[src/rtl/chip_link_arbiter.sv]
// Egress scheduler for one mesh edge port: per-source credit FIFOs and a round-robin,
// burst-bounded arbiter onto the link. Define LINK_ARB_OVF_CHK_EN to add ovf_err flags.

module chip_link_arbiter #(
  parameter int unsigned FW        = 59,
  parameter int unsigned B         = 4,
  parameter int unsigned CONNECT   = 2,
  parameter int unsigned BURST_MAX = 4,
  parameter int unsigned IW        = $clog2(CONNECT)
) (
  input  logic                  clk,
  input  logic                  rst,
  input  logic [CONNECT-1:0]    flit_in_wr_noc,
  input  logic [FW*CONNECT-1:0] flit_in_noc,
  output logic [CONNECT-1:0]    credit_out_noc,
  input  logic                  send_fifo_full,
  input  logic [CONNECT-1:0]    connect_available,
  output logic                  data_out_wr,
  output logic [FW+IW-1:0]      data_out,
  output logic [IW-1:0]         grant_idx
`ifdef LINK_ARB_OVF_CHK_EN
  ,
  output logic [CONNECT-1:0]    ovf_err
`endif
);

  localparam int unsigned PW = (B > 1) ? $clog2(B) : 1;
  localparam int unsigned CW = $clog2(B + 1);
  localparam int unsigned BW = $clog2(BURST_MAX + 1);

  typedef enum logic [0:0] {StIdle, StSend} state_e;

  state_e        state_q, state_d;
  logic [IW-1:0] grant_q, grant_d;
  logic [IW-1:0] rr_ptr_q, rr_ptr_d;
  logic [BW-1:0] burst_q, burst_d;
  logic [IW-1:0] pick, next_ptr, scan_idx;
  logic          found;

  logic [FW-1:0] mem_q    [CONNECT][B];
  logic [PW-1:0] wr_ptr_q [CONNECT];
  logic [PW-1:0] rd_ptr_q [CONNECT];
  logic [CW-1:0] cnt_q    [CONNECT];

  logic [CONNECT-1:0] full, push, elig, pop_vec;
  logic               pop, last_pop;
  logic [FW-1:0]      head;

  logic               dwr_q;
  logic [FW+IW-1:0]   dout_q;
  logic [CONNECT-1:0] credit_q;

  function automatic logic [PW-1:0] ptr_inc(logic [PW-1:0] p);
    return (p == PW'(B - 1)) ? '0 : p + 1'b1;
  endfunction

  always_comb begin
    for (int j = 0; j < CONNECT; j++) begin
      full[j]    = (cnt_q[j] == CW'(B));
      push[j]    = flit_in_wr_noc[j] && !full[j];
      elig[j]    = (cnt_q[j] != '0) && connect_available[j];
      pop_vec[j] = pop && (grant_q == IW'(j));
    end
  end

  // FIFO bookkeeping; a push into a full FIFO is dropped.
  always_ff @(posedge clk) begin
    if (rst) begin
      for (int j = 0; j < CONNECT; j++) begin
        wr_ptr_q[j] <= '0;
        rd_ptr_q[j] <= '0;
        cnt_q[j]    <= '0;
      end
    end else begin
      for (int j = 0; j < CONNECT; j++) begin
        if (push[j]) wr_ptr_q[j] <= ptr_inc(wr_ptr_q[j]);
        if (pop_vec[j]) rd_ptr_q[j] <= ptr_inc(rd_ptr_q[j]);
        if (push[j] && !pop_vec[j]) begin
          cnt_q[j] <= cnt_q[j] + 1'b1;
        end else if (!push[j] && pop_vec[j]) begin
          cnt_q[j] <= cnt_q[j] - 1'b1;
        end
      end
    end
  end

  always_ff @(posedge clk) begin
    for (int j = 0; j < CONNECT; j++) begin
      if (push[j]) mem_q[j][wr_ptr_q[j]] <= flit_in_noc[FW*j +: FW];
    end
  end

  assign head     = mem_q[grant_q][rd_ptr_q[grant_q]];
  assign last_pop = (cnt_q[grant_q] == CW'(1));
  assign next_ptr = (grant_q == IW'(CONNECT - 1)) ? '0 : grant_q + 1'b1;

  // First eligible source scanning upward from rr_ptr, with wrap.
  always_comb begin
    found    = 1'b0;
    pick     = '0;
    scan_idx = '0;
    for (int k = 0; k < CONNECT; k++) begin
      scan_idx = IW'((int'(rr_ptr_q) + k) % int'(CONNECT));
      if (!found && elig[scan_idx]) begin
        found = 1'b1;
        pick  = scan_idx;
      end
    end
  end

  always_ff @(posedge clk) begin
    if (rst) begin
      state_q  <= StIdle;
      grant_q  <= '0;
      rr_ptr_q <= '0;
      burst_q  <= '0;
    end else begin
      state_q  <= state_d;
      grant_q  <= grant_d;
      rr_ptr_q <= rr_ptr_d;
      burst_q  <= burst_d;
    end
  end

  always_comb begin
    state_d  = state_q;
    grant_d  = grant_q;
    rr_ptr_d = rr_ptr_q;
    burst_d  = burst_q;
    unique case (state_q)
      StIdle: begin
        if (found) begin
          grant_d = pick;
          burst_d = '0;
          state_d = StSend;
        end
      end
      StSend: begin
        if (!send_fifo_full) begin
          if (elig[grant_q]) begin
            burst_d = burst_q + 1'b1;
            // A push landing with the last pop does not extend the burst.
            if ((burst_q == BW'(BURST_MAX - 1)) || last_pop) begin
              state_d  = StIdle;
              rr_ptr_d = next_ptr;
            end
          end else begin
            state_d  = StIdle;
            rr_ptr_d = next_ptr;
          end
        end
      end
      default: state_d = StIdle;
    endcase
  end

  always_comb begin
    pop       = (state_q == StSend) && !send_fifo_full && elig[grant_q];
    grant_idx = grant_q;
  end

  always_ff @(posedge clk) begin
    if (rst) begin
      dwr_q    <= 1'b0;
      dout_q   <= '0;
      credit_q <= '0;
    end else begin
      dwr_q    <= pop;
      credit_q <= pop_vec;
      if (pop) dout_q <= {grant_q, head};
    end
  end

  assign data_out_wr    = dwr_q;
  assign data_out       = dout_q;
  assign credit_out_noc = credit_q;

`ifdef LINK_ARB_OVF_CHK_EN
  logic [CONNECT-1:0] ovf_q;

  always_ff @(posedge clk) begin
    if (rst) ovf_q <= '0;
    else     ovf_q <= ovf_q | (flit_in_wr_noc & full);
  end

  assign ovf_err = ovf_q;
`endif

endmodule
[config.mk]
export PLATFORM = sky130hd
export DESIGN_NAME = chip_link_arbiter
export DESIGN_NICKNAME = d
export VERILOG_FILES = /design/src/rtl/chip_link_arbiter.sv
export SDC_FILE = /design/constraint.sdc
export NUM_CORES = 1
export LEC_CHECK = 0
export ABC_AREA = 1
export BUFFER_PORTS_ARGS = -buffer_cell sky130_fd_sc_hd__buf_2
export CAP_MARGIN = 20
export CORE_MARGIN = 2
export CORE_UTILIZATION = 50
export DETAILED_ROUTE_END_ITERATION = 8
export PLACE_DENSITY = 0.69
export SLEW_MARGIN = 20
export SYNTH_ARGS = -nofsm -noshare
export SYNTH_HDL_FRONTEND = slang
export SYNTH_SLANG_ARGS = --single-unit
[constraint.sdc]
create_clock -name clk -period 4.7 [get_ports clk]
set_clock_uncertainty 0.15 [all_clocks]
set_input_delay 0.235 -clock clk [delete_from_list [all_inputs] [get_ports clk]]
set_output_delay 0.235 -clock clk [all_outputs]
set_load 0.005 [all_outputs]
; Word-level counts from Yosys, hierarchy flattened
; Memories as Yosys holds them, arrays and structs flattened. A register that Yosys moved wholly into a read port is not among the register bits.
; Index checks and enable logic that the tools add are counted.
; Widths: inputs -> output; s select.
[totals]
regBits = 69
ram_bits = 486
in_bits = 125
output_inout_bits = 64
word_cells = 162
n_memories = 4
[mem_list]
columns = memory, words, word_bits, read_ports, rd_clocked_by_memory_dff, wr, line
row1 = mem_q, 2, 236, 1, 1, 2, 40  ; logic [FW-1:0] mem_q [CONNECT][B];
row2 = cnt_q, 2, 3, 3, 1, 2, 43  ; logic [CW-1:0] cnt_q [CONNECT];
row3 = rd_ptr_q, 2, 2, 3, 1, 2, 42  ; logic [PW-1:0] rd_ptr_q [CONNECT];
row4 = wr_ptr_q, 2, 2, 2, 0, 2, 41  ; logic [PW-1:0] wr_ptr_q [CONNECT];
[classes]
add_sub_neg = 11
n_lt_le_gt_ge = 8
eq_ne = 12
mux = 77
bitwise_logic = 14
reduce_logical = 29
[op_table]
columns = op, n
row1 = $mux 236, 2
row2 = $demux 59 s2, 2
row3 = $mux 59, 4
row4 = $bmux 59 s2, 1
row5 = $mux 1, 51
row6 = $mux 3, 7
row7 = $mux 2, 8
row8 = $logic_and 1x1->1, 15
row9 = $add 3x1->3 const B, 3
row10 = $ge 3x3->1 const B, 3
row11 = $not 2->3, 3
row12 = $add 2x1->2 const B, 4
row13 = $eq 2x2->1 const B, 4
row14 = $logic_not 1->1, 8
row15 = $or 1x1->1, 8
row16 = $eq 3x3->1 const B, 2
row17 = $lt 1x2->1 const B, 3
row18 = $lt 3x1->1 const B, 2
row19 = $pmux 3 s2, 1
row20 = $reduce_and 3->1, 2
row21 = $reduce_bool 3->1, 2
row22 = $sub 3x1->3 const B, 2
row23 = $ne 2x1->1 const B, 2
row24 = $ne 2x2->1 const B, 2
row25 = other kinds (7), 10

; Depth between registers and ports, before layout
; Gate-level depths: netlist of the first run.
[depth]
ltp_word = 13
mapped_depth = 12
mapped_depth_nobuf = 12

; Least setup slack after synthesis of the first run
; Ideal clock, no wire load.
[synth_path]
kind = register to register
from = memory cnt_q[1][0] (netlist name)
to = memory mem_q[1][0] (netlist name) (enable)
setup_time_ns = 0.476
t_arrival_ns = 3.322
t_required_ns = 4.074
setup_slack_ns = 0.752
path_stages_with_launch = 6
n_path_buf = 0
synth_period_minus_slack_ns = 3.948
cell_sequence = edfxtp_1 inv_1 ha_1 nand2_1 nand2_1 nor2_1
[synth_lines]
columns = item, line
row1 = start: declaration, 43
row2 = end: declaration, 40

==> flow_metrics.py, run 1 <==
metrics = {
    "flow_run": {
        "drv_cap": 0,
    },
    "clock_network": {
        "clock-sinks": 556,
        "root_buffer": "clkbuf_16",
        "clk_pin_slew_ns": 0.06,
        "clk_path_buf_depth": 3,
        "cts_max_level": 2,
        "cts_tree": "built",
        "clk_latency_ns": 0.61,
        "numCtsBuffers": 55,
    },
    "logic_synthesis": {
        "avgSynthCellArea_sq_um": 11.6,
        "ys_types": 27,
        "synth_warnings": 0,
        "syn_inst": 1894,
        "yosysSeqAreaShare_pct": 73.0,
        "yosys_register_bits": 556,
        "synth_nets": 2035,
        "netlist_area_sq_mm": 0.0219,
    },
    "drt": {
        "route.detailed.drc": 0,
        "wl_met1_microns": 23200,
        "detail-route-antenna-nets": 0,
        "drt_iter0_drc": 1282,
        "top_layer": "met5",
        "viasPerCell": 5.38,
        "drt_wl_total_microns": 55000,
        "dr_wl_met3_microns": 3680,
        "first_pass_iters": 5,
        "wl_per_cell_microns": 19.6,
        "vias": 15100,
        "met2WireLength_microns": 26800,
    },
    "grt": {
        "grt_max_degree": 121,
        "grt_pass1_vias": 14700,
        "gr-usage-all-layers_pct": 24.5,
        "grt_pass1_wl_microns": 83900,
        "grt.overflow.total": 0,
        "antenna_found_initial": 3,
    },
    "sta": {
        "period_needed_ns": 3.38,
        "setup_violations": 0,
        "max_freq_mhz": 296,
        "finalMaxSlewViolations": 0,
        "hold_viol": 0,
        "relSlewSlack_pct": 26.5,
        "min_period_over_period_pct": 72.0,
        "max_slew.worst_pin.slew_ns": 1.10,
        "rsz0062_at_grt": "false",
        "setup_tns_ns": 0,
    },
    "final_layout": {
        "design_area_sq_mm": 0.0264,
        "nets": 2320,
        "drive_gt1_share_pct": 14.0,
        "seqCellArea_sq_mm": 0.0160,
        "fillers": 3433,
        "final_cell_mix": "nand2_1 (573), edfxtp_1 (486), nand3_1 (366)",
        "final_util_pct": 61.1,
        "final_common_cell": "nand2_1",
        "multi_input_area_sq_mm": 0.00528,
        "synthToLayoutAreaGrowth_pct": 20.3,
    },
    "setup_path": {
        "critPathKind": "flip-flop to flip-flop",
        "max_stage_delay_ns": 0.79,
        "cpLargestDelayFamily": "buffers and inverters",
        "r2r_slack_ns": 1.32,
        "cp_num_cells": 8,
        "crit_fanout": 89,
        "cp_cell_sequence": "buf_4 -> o21ai_4 -> inv_2 -> buf_4 -> nand3_1 -> nand2_1 -> nor2_1 -> nor2_1",
        "reg2regPathDepth": 8,
        "arrival_ns": 3.76,
        "start_kind": "flip-flop",
        "critPathRequiredTime_ns": 5.08,
        "crit_buf_inv": 3,
        "end_kind": "flip-flop",
        "slowest_stage": "buf_4",
    },
    "power_and_ir_drop": {
        "p_comb_share_pct": 12.3,
        "total_power_mw": 11.4,
        "p_leak_nw": 10.3,
        "p_seq_share_pct": 51.1,
        "switching_share_pct": 25.1,
        "power_density_mw_per_mm2": 434,
        "p_clk_share_pct": 36.6,
        "ir_drop_mv": 0.225,
        "power.internal_mw": 8.57,
        "power_switching_mw": 2.87,
    },
    "floorplanning": {
        "fp.dieArea_sq_mm": 0.0455,
        "die_w_microns": 213,
        "rows": 76,
        "die_y_microns": 213,
        "start_util_pct": 50.8,
        "io_pins": 189,
        "core_sq_mm": 0.0432,
    },
    "place": {
        "place_congestion": 0.791,
        "hpwl_microns": 30200,
        "io_buffers": 188,
        "dpl_cell_area_sq_mm": 0.0234,
    },
    "status": {
        "outcome": "complete, no violations",
    },
    "min_path": {
        "whs_path_depth": 2,
        "hp-class": "primary input to flip-flop",
    },
}
state kept, by name, summed over array words and instances (netlist names), 2 cells and up, named ones only:
register,cells
mem_q,472
data_out,60
cnt_q,6
rd_ptr_q,4
wr_ptr_q,4
burst_q,3
credit_out_noc,2
synthesized netlist by cell type:
cell type	number	share of area, %
xor2_1	3	0.12
ha_1	15	0.86
nand3_2	1	0.046
a21oi_2	1	0.040
nor2_1	145	2.5
o21ai_0	62	1.4
or2_0	1	0.029
buf_1	2	0.034
nand4_1	3	0.086
nor2_4	1	0.051
fa_1	1	0.091
o21ai_1	1	0.023
dfxtp_1	70	6.4
buf_6	4	0.21
a21oi_1	5	0.11
o22ai_1	1	0.029
nand3_1	366	8.4
nor2_2	1	0.029
buf_4	7	0.24
edfxtp_1	486	67
nand2_2	2	0.057
inv_1	40	0.69
o21ai_2	1	0.040
buf_2	74	1.7
clkbuf_1	23	0.39
nand2_1	573	9.8
inv_2	5	0.086
logic make-up (layout without fill, tap and decap cells):
kind of cell               Yosys count  after routing  synth area share (%)
other                                0              2                     0
and+or+nand+nor                   1093           1093                  21.0
buffers and inverters              155            487                  3.33
adders and majority gates           16             16                 0.948
xor gates and xnor gates             3              3                 0.120
AOI/OAI and AO/OA                   71             71                  1.66
DFF                                556            556                  73.0
power groups by stage:
stage / Combinational [mW] / Clock [mW] / Sequential (mW)
2_1_floorplan: 0.847 / 0 / 5.94
3_3_place_gp: 1.28 / 0 / 5.95
3_5_place_dp: 1.31 / 0 / 5.95
4_1_cts: 1.41 / 4.25 / 5.85
5_1_grt: 1.57 / 4.43 / 5.87
6_report: 1.40 / 4.18 / 5.85
metal layers:
metal	global-route usage (%)	up-vias
met5	0	-
met4	8.88	2
met3	4.03	104
met2	40.4	520
met1	33.1	7381
li1	-	7135
through the flow:
| stage | instances | setup WS [ns] | hold slack (ns) |
|---|---|---|---|
| finish | 2813 | 1.32 | 0.223 |
| global route | 2813 | 1.07 | 0.227 |
| CTS | 2811 | 1.14 | 0.196 |
| detailed placement | 2583 | 1.14 | 0.301 |
| global placement | 2582 | 1.23 | 0.295 |
| floorplan | 1894 | 0.752 | 0.163 |
area by class of cell:
| type | count | area share (%) |
|---|---|---|
| diodes | 2 | 0.0190 |
| clock buffers | 75 | 5.66 |
| clock inverters | 29 | 0.849 |
| inverters | 45 | 0.678 |
| multi-input cells | 1183 | 20.0 |
| flip-flops and latches | 556 | 60.7 |
| well taps | 585 | 2.78 |
| repair buffers | 338 | 9.36 |
worst reg2reg max path: stages, from the launching register on:
cell and delay [ns]:
dfxtp_4 0.70, buf_4 0.82, o21ai_4 0.14, inv_2 0.74
buf_4 0.40, nand3_1 0.13, nand2_1 0.08, nor2_1 0.04
nor2_1 0.13
timing repair:
item / CTS / global route
hold endpoints to repair: 487 / 0
setup buffers: 0 / 0
resized for setup: 0 / 0
hold buffers: 124 / 0
final timing paths:
path	endpoint	startpoint
setup / recovery	data_out[44]	flip-flop
hold / removal	mem_q[1][138]	flit_in_noc[79]
hold reg to reg	burst_q[1]	burst_q[1]
setup reg to reg	data_out[44]	flip-flop
Note: power is estimated with default switching activity, not from simulation.
==> run 2: changes to the inputs <==
--- a/config.mk
+++ b/config.mk
@@ -11,7 +11,7 @@
 export CORE_MARGIN = 2
 export CORE_UTILIZATION = 50
 export DETAILED_ROUTE_END_ITERATION = 8
-export PLACE_DENSITY = 0.69
+export PLACE_DENSITY = 0.71
 export SLEW_MARGIN = 20
 export SYNTH_ARGS = -nofsm -noshare
 export SYNTH_HDL_FRONTEND = slang
==> constraint.sdc (replaced) <==
create_clock -name clk -period 2.84 [get_ports clk]
set_clock_uncertainty 0.15 [all_clocks]
set_input_delay 0.142 -clock clk [delete_from_list [all_inputs] [get_ports clk]]
set_output_delay 0.142 -clock clk [all_outputs]
set_load 0.005 [all_outputs]
==> run 2 against run 1 <==
  * Non-clock buffer count is 6 higher
  * Register-to-register slack worse by 1.2 ns
  * Design area is 0.76% higher
  * Wire length is 2.4% lower
  * Sequential share of layout area is 0.46 points lower
  * Clock power is 72% higher
  * Maximum frequency is 26% higher
  * Critical path depth is 1 higher
  * Sequential power is 65% higher
  * Combinational power is 71% higher
==> flow_metrics.py, run 2 (same netlist as run 1, synthesis figures left out) <==
metrics = {
    "final_layout": {
        "final_util_pct": 61.6,
        "synthToLayoutAreaGrowth_pct": 21.3,
        "final_common_cell": "nand2_1",
        "largest_register_ffs": 472,
        "nets": 2325,
        "drive_gt1_share_pct": 14.7,
        "final_cell_mix": "nand2_1 (573), edfxtp_1 (486), nand3_1 (366)",
    },
    "power_and_ir_drop": {
        "ir_drop_mv": 0.493,
        "p_leak_nw": 10.4,
        "power_density_mw_per_mm2": 724,
    },
    "status": {
        "outcome": "complete, no violations",
    },
    "clock_network": {
        "clk_path_buf_depth": 3,
        "cts_setup_buffers": 0,
        "cts_max_level": 2,
        "clk_latency_ns": 0.60,
        "clock-sinks": 556,
        "numCtsBuffers": 54,
        "cts_tree": "built",
        "root_buffer": "clkbuf_16",
        "clk_pin_slew_ns": 0.06,
    },
    "sta": {
        "min_period_over_period_pct": 94.7,
        "setup_ws_ns": 0.150,
        "finalMaxSlewViolations": 0,
        "whs_ns": 0.138,
        "setup_tns_ns": 0,
        "setup_violations": 0,
        "max_freq_mhz": 372,
        "rsz0062_at_grt": "false",
        "relSlewSlack_pct": 30.2,
        "max_slew.worst_pin.slew_ns": 1.05,
        "hold_viol": 0,
        "period_needed_ns": 2.69,
    },
    "drt": {
        "route.detailed.drc": 0,
        "vias": 15200,
        "drt_iter0_drc": 1226,
        "viasPerCell": 5.39,
        "detail-route-antenna-nets": 0,
        "wl_per_cell_microns": 19.0,
        "drt_wl_total_microns": 53700,
        "first_pass_iters": 5,
    },
    "grt": {
        "antenna_found_initial": 7,
        "use_met2_pct": 39.3,
        "grt_pass1_vias": 15000,
        "grt_pass1_wl_microns": 83000,
        "grtUsageMet3_pct": 4.72,
        "gr-usage-all-layers_pct": 24.0,
        "grtUsageMet1_pct": 32.6,
        "grt.overflow.total": 0,
        "grt_max_degree": 238,
        "grt_busiest_layer": "met2",
    },
    "floorplanning": {
        "core_sq_mm": 0.0432,
        "die_w_microns": 213,
        "io_pins": 189,
        "die_y_microns": 213,
        "rows": 76,
        "fp.dieArea_sq_mm": 0.0455,
        "start_util_pct": 50.8,
    },
    "place": {
        "pre_cts_ws_ns": 0.502,
        "place_congestion": 0.789,
        "io_buffers": 188,
        "hpwl_microns": 30400,
    },
    "setup_path": {
        "critPathKind": "flip-flop to flip-flop",
        "start_kind": "flip-flop",
        "arrival_ns": 3.06,
        "end_kind": "flip-flop",
        "critPathRequiredTime_ns": 3.21,
        "crit_fanout": 3,
    },
    "flow_run": {
        "drv_cap": 0,
    },
    "min_path": {
        "hp-class": "primary input to flip-flop",
    },
}
## run 2: what timing repair did
action | CTS | global route
hold buffers | 126 | 0
endpoints found under the hold margin | 496 | 0
gates resized for setup | 0 | 0
## run 2: area by class of cell
cell class | count | area [sq um]
diodes | 5 | 12.5
clock buffers | 73 | 1570
clock inverters | 29 | 249
fillers | 3374 | 16600
inverters | 45 | 176
multi-input cells | 1183 | 5280
flip-flops and latches | 556 | 16000
well taps | 585 | 732
repair buffers | 344 | 2560
## run 2: per-stage QoR
stage               instances  power (mW)  cell area (sq um)
floorplan                1894        11.2              21900
global placement         2587        12.0              23500
detailed placement       2587        12.1              23500
CTS                      2815        19.4              26600
global route             2819        20.0              26600
finish                   2820        19.2              26600
## run 2: worst paths after layout
| path | startpoint | to | slack, ns | cells past startpoint |
|---|---|---|---|---|
| max | cnt_q[1][0] | grant_idx | 0.15 | 9 |
| min | flit_in_noc[58] | mem_q[0][235] | 0.14 | 2 |
| max reg2reg | cnt_q[1][0] | grant_idx | 0.15 | 9 |
| min reg2reg | burst_q[1] | burst_q[1] | 0.33 | 2 |
## run 2: routing by layer
| layer | up-vias | share of wire [%] |
|---|---|---|
| li1 | 7136 | - |
| met1 | 7325 | 41 |
| met2 | 637 | 48 |
| met3 | 98 | 8.4 |
| met4 | 6 | 2.2 |
| met5 | - | 0.078 |
## run 2: power breakdown
part | total [mW] | internal [mW] | switching [mW]
Combinational | 2.40 | 0.775 | 1.62
Clock | 7.20 | 4.22 | 2.97
Sequential | 9.64 | 9.49 | 0.157
Total | 19.2 | 14.5 | 4.75
## run 2: worst max-delay path, cell delays in order (launching register included)
cell           delay, ns
edfxtp_1            0.39
inv_1               0.09
ha_1                0.22
nand2_1             0.12
nand2_1             0.10
nor2_1              0.08
o21ai_0             0.07
dlygate4sd3_1       0.55
a21oi_1             0.21
dlygate4sd3_1       0.64
